### config.mk
export PLATFORM = sky130hd
export DESIGN_NAME = cond_logic
export DESIGN_NICKNAME = d
export VERILOG_FILES = /design/src/rtl/cond_logic.sv
export SDC_FILE = /design/constraint.sdc
export NUM_CORES = 1
export LEC_CHECK = 0
export ABC_AREA = 1
export CAP_MARGIN = 15
export CELL_PAD_IN_SITES_DETAIL_PLACEMENT = 1
export CELL_PAD_IN_SITES_GLOBAL_PLACEMENT = 1
export CORE_MARGIN = 5
export CORE_UTILIZATION = 30
export DETAILED_ROUTE_END_ITERATION = 7
export HOLD_SLACK_MARGIN = 0.03
export PLACE_DENSITY_LB_ADDON = 0.1
export SKIP_LAST_GASP = 1
export SLEW_MARGIN = 20
export SYNTH_ARGS = -nofsm -noshare
export SYNTH_HDL_FRONTEND = slang
export SYNTH_SLANG_ARGS = --single-unit
### constraint.sdc
create_clock -name clk -period 1.7 [get_ports clk]
set_input_delay 0.255 -clock clk [delete_from_list [all_inputs] [get_ports clk]]
set_output_delay 0.255 -clock clk [all_outputs]
set_load 0.05 [all_outputs]
### src/rtl/cond_logic.sv
// rtl/cond_logic.sv - condition check, flag register and write-enable gating
module cond_logic (
  input  logic        clk,
  input  logic        reset,
  input  logic [3:0]  Cond,
  input  logic [3:0]  ALUFlags,
  input  logic [1:0]  FlagW,
  input  logic        PCS,
  input  logic        NextPC,
  input  logic        RegW,
  input  logic        MemW,
  output logic        PCWrite,
  output logic        RegWrite,
  output logic        MemWrite,
  output logic [3:0]  Flags,
  output logic        CondEx,
  output logic [15:0] SkipCount
);

  logic condpass;
  logic condexdly;
  logic n, z, c, v;

  assign {n, z, c, v} = Flags;

  always_comb begin
    condpass = 1'b0;
    case (Cond)
      4'b0000: condpass = z;
      4'b0001: condpass = ~z;
      4'b0010: condpass = c;
      4'b0011: condpass = ~c;
      4'b0100: condpass = n;
      4'b0101: condpass = ~n;
      4'b0110: condpass = v;
      4'b0111: condpass = ~v;
      4'b1000: condpass = c & ~z;
      4'b1001: condpass = ~c | z;
      4'b1010: condpass = (n == v);
      4'b1011: condpass = (n != v);
      4'b1100: condpass = ~z & (n == v);
      4'b1101: condpass = z | (n != v);
      4'b1110: condpass = 1'b1;
      default: condpass = 1'b0;
    endcase
  end

  // Flag writes use the live condition result; the bus enables use the registered one.
  always_ff @(posedge clk) begin
    if (!reset) begin
      Flags     <= 4'b0000;
      condexdly <= 1'b0;
      SkipCount <= 16'h0000;
    end else begin
      condexdly <= condpass;
      if (FlagW[1] && condpass)
        Flags[3:2] <= ALUFlags[3:2];
      if (FlagW[0] && condpass)
        Flags[1:0] <= ALUFlags[1:0];
      if ((RegW || MemW || PCS) && !condexdly && (SkipCount != 16'hFFFF))
        SkipCount <= SkipCount + 16'd1;
    end
  end

  assign CondEx   = condexdly;
  assign RegWrite = RegW & condexdly;
  assign MemWrite = MemW & condexdly;
  assign PCWrite  = (PCS & condexdly) | NextPC;

endmodule

-- Yosys cells after proc, flatten, opt, wreduce, memory -nomap -nowiden
Index checks and enable logic that the tools add are counted.
- flip-flop bits (word level): 21
- input port bits: 16
- word-level logic and storage cells: 43
- bitwise gates (word level): 12
- equality and inequality tests: 17
- $add $sub $neg: 1
- mux-type cells: 1
- reduce and logical (&&, ||, !) cells: 8
- operators by type and width (operator ; number):
    $eq 4x4->1 const B ; 7
    $add 16x1->16 const B ; 1
    $eq 4x3->1 const B ; 4
    $ne 16x16->1 const B ; 1
    $pmux 1 s15 ; 1
    $eq 4x2->1 const B ; 2
    $and 1x1->1 ; 5
    $eq 4x1->1 const B ; 1
    $logic_and 1x1->1 ; 4
    $logic_not 4->1 ; 1
    $not 1->1 ; 4
    $or 1x1->1 ; 3
    $logic_or 1x1->1 ; 2
    $eq 1x1->1 ; 1
    $logic_not 1->1 ; 1
    $ne 1x1->1 ; 1

-- Depth between registers and ports, before layout
- depth after elaboration: 4
- depth in mapped cells: 12

-- Least setup slack after synthesis
No wires, ideal clock.
- path type: register to register
- start point: register SkipCount[0]
- end point: register SkipCount[10]
- arrival: 1.666 ns
- stages on the path, launching flop included: 9
- required time: 1.578 ns
- path slack: -0.089 ns
- cells stage by stage: dfxtp_1 -> ha_1 -> inv_1 -> nor3_1 -> inv_1 -> nor2_1 -> nand2_1 -> o21ai_1 -> a21oi_1
- longest elaborated chain between the ends: 2
- elaborated cells on any way between the ends: 3
- those cells by class: 1 x add/sub; 1 x eq/ne; 1 x reduce/logical
- RTL lines (what ; RTL line ; text):
    from (decl) ; 17 ; output logic [15:0] SkipCount
    from (signal assigned) ; 61 ; SkipCount <= SkipCount + 16'd1;
    branches (longest 2 deep; another with $add 16x1->16) ; - ;
Parallel ways; which one is timed is not known.
A chain may end at the register's enable or synchronous reset.

-- Worst setup path after layout
- start point: input Cond[1]
- end point: register Flags[0]
- longest elaborated chain between the ends: 3
- elaborated cells on any way between the ends: 17
- those cells by class: 14 x eq/ne; 1 x mux; 2 x reduce/logical
- RTL lines (what ; RTL line ; text):
    from (decl) ; 5 ; input logic [3:0] Cond,
    $eq 4x4->1, or another cell as far along ; 28 ; case (Cond)
    $pmux 1 s15 * ; 28 ;
    $logic_and 1x1->1 * ; 58 ; if (FlagW[0] && condpass)
    to (signal assigned) ; 59 ; Flags[1:0] <= ALUFlags[1:0];
    to (decl) ; 15 ; output logic [3:0] Flags,
Every way passes the cells marked *; elsewhere a longest branch is shown, timed or not.

==> results.md <==
- Status: completed
- Seq/Total Area, Yosys: 30.7%
- DP Wirelength: 3360 um
- Final Worst Setup Slack: 168 ps
- Final hold vios: 0
- Vias post-DR: 1529
- DP Area: 1860 um^2
- Routed vias/inst: 4.85
- Busiest grt layer: met2
- PwrDens: 669 nW/um^2
- Clock transition at the registers of the reported paths: 90 ps
- Worst-path cell chain: clkdlybuf4s50_1 > inv_2 > nand3_1 > nand2_1 > nand2_1 > nand3_1 > nor2_1 > nand2_4 > a21oi_1 > nor2_1
- Post-Synth Adder-Cell Area: 0.915%
- Avg WL per Cell: 13.1 um
- Main combinational cell family by area after synthesis: simple AND/OR/NAND/NOR gates
- First-pass GRT wire length: 7310 um
- RD Place Congestion: 0.766
- XOR/XNOR Fraction of Synth Area: 3.84%
- Worst hold path type: reg -> reg
- Synth top area share: 30.7%
- Setup TNS: 0 ps
- Crit Path Max Fanout: 8
- Syn_area_per_cell: 6.42 um^2
- Fin util: 44.2%
- Clock share of power: 26.6%
- Syn nets: 230
- Slew Limit Headroom: 75.3%
- CTS Buffer Depth: 2
- Std-Cell Rows: 24
- Crit share post-route: 90.1%
- Grt total ovfl: 0
- Clock Latency Late Sink: 270 ps
- Combinational share of power: 31.2%
- Die X: 77.5 um
- Most frequent cells in the layout: 53 x nand2_1, 30 x buf_4, 25 x inv_1, 20 x nand3_1, 20 x nor2_1
- Dominant cell type by area after synthesis: dfxtp_1
- VDD IR max: 0.463 mV
- Crit Path Class: in -> reg
- H-tree depth: 1
- Initial antenna violation count: 0
- Seq pwr share: 42.1%
- Leakage Power: 0.856 nW
- Share of layout cells above drive strength 1: 25.1%
- Endpoint type of the worst setup path: flip-flop
- CTS tree: yes
- Crit path max-delay cell type: clkdlybuf4s50_1
- Hold Slack: 475 ps
- Ant. Diodes: 0
- Area contributors post-synth: dfxtp_1 31%, nand2_1 15%, nand3_1 7.7%
- Req. time, crit path: 1870 ps
- Met1 Usage GRT: 18.2%
- Initial DRC count: 71
- Startpoint types: primary input
- Drt total wl: 4120 um
- I/O pin count: 40
- Max Slew Vio Count: 0
- Commonest non-fill, non-tap cell in the layout: nand2_1
- Largest net degree at the start of global routing: 17
- Pre-CTS setup slack: -145 ps
- FMAX: 653 MHz
- Switching Fraction: 35.2%
- M3 GR Usage: 3.36%
- Port Buf Inserts: 39
- Residual DRC: 0
- Total iterations of the first detailed-routing run: 3
- Post-route ant nets: 0
- Net switching power: 0.456 mW
- Yosys warns: 0
- Post-layout instance area: 1940 um^2
- Nets: 281
- Post-layout min period: 1530 ps
- CTS root buffer: clkbuf_8
- Vias in the first global route: 1598
- Final setup viols: 0
- Synth Area in Compound Gates: 11.0%
- Met2 usage: 25.3%
- Clk sinks: 21
- Post-Synthesis Cells: 213
- CTS Buf Count: 3
- Area growth syn-to-layout: 41.8%
- Area of the die: 6010 um^2
- Slew @ Worst Pin: 368 ps
- Post-synthesis mux area share: 0%
- Yosys reg bits: 21
- Max cap viols: 0
- Die Span Y: 77.5 um
- Core box area: 4380 um^2
- Simple-gate share of the synthesized area: 42.4%
- Synth unique cells: 32
- Internal: 0.840 mW
- Synthesized area: 1370 um^2
- Max incr delay on CP: 570 ps
- Max Clock Skew: 6.85 ps
- Post-CTS Hold Fix Bufs: 0
- Worst Path Arrival: 1700 ps
- Initial Util: 31.2%
- GRT Overall Usage: 14.4%
- RSZ-0062 raised after global routing: false
==> through the flow <==
| step | power, mW | instances |
|---|---|---|
| 6_report | 1.30 | 315 |
| 5_1_grt | 1.38 | 315 |
| 4_1_cts | 1.31 | 315 |
| 3_5_place_dp | 0.958 | 311 |
| 3_3_place_gp | 0.955 | 311 |
| 2_1_floorplan | 0.789 | 213 |
==> metal layers <==
layer / share of wire (%) / up-vias
li1: - / 782
met1: 47 / 719
met2: 48 / 26
met3: 4.6 / 2
met4: 0.46 / 0
met5: 0 / -
==> cell type report <==
type,count,area [um^2]
Sequential cell,21,424
Fill cell,581,2440
Clock buffer,3,41.3
Tap cell,52,65.1
Inverter,33,126
Multi-Input combinational cell,156,820
Clock inverter,1,7.51
Timing Repair Buffer,49,455
==> worst paths after layout <==
path,slack [ps],from,endpoint,cells after the start
worst max register to register,170,SkipCount[0],SkipCount[11],8
worst min-delay path,480,SkipCount[0],SkipCount[0],1
worst max-delay path,170,Cond[1],Flags[0],10
worst min register to register,480,SkipCount[0],SkipCount[0],1
==> cell usage after synthesis <==
cell type	number
inv_1	25
nand2_2	4
a21oi_2	1
inv_2	6
clkbuf_1	1
ha_1	1
nor2_1	21
buf_6	2
dfxtp_1	21
nand2_1	53
o21ai_0	5
nor3_4	1
nand3_1	21
o21ai_1	3
nor3_2	1
nand3b_1	2
and3_1	3
nor2_4	1
nor2_2	1
inv_4	1
a31oi_1	1
nor3_1	7
a21oi_1	16
nor3b_2	2
o21bai_1	1
xor2_1	4
clkinv_1	1
nand4_1	2
xnor2_1	2
nand2_4	1
a21o_1	1
nand3_2	1
==> cell families after synthesis <==
group                    count (synthesis)
adder cells (fa/ha/maj)                  1
flip-flops                              21
AO/OA/AOI/OAI                           28
buffers and inverters                   36
XOR/XNOR                                 6
AND/OR/NAND/NOR                        121
==> flip-flops by register name, indices dropped and copies added (netlist names) <==
register	cells
CondEx	1
SkipCount	16
Flags	4
==> critical path, delay by kind of cell <==
kind | cells | cell delay (ps)
simple gates | 7 | 650
compound gates | 1 | 140
buf+inv | 2 | 650
==> power groups by stage <==
| stage | Sequential [mW] | Clock [mW] | Combinational, mW |
|---|---|---|---|
| after detailed placement | 0.556 | 0 | 0.401 |
| after global routing | 0.552 | 0.384 | 0.441 |
| after floorplan | 0.628 | 0 | 0.161 |
| after global placement | 0.557 | 0 | 0.398 |
| final | 0.546 | 0.345 | 0.405 |
| after CTS | 0.545 | 0.364 | 0.403 |
==> what timing repair did <==
item / 4_1_cts / 5_1_grt
gates resized for setup: 0 / 7
setup endpoints to repair: 0 / 8
setup buffers: 0 / 0
No activity file was read; power rests on OpenSTA's default activity.
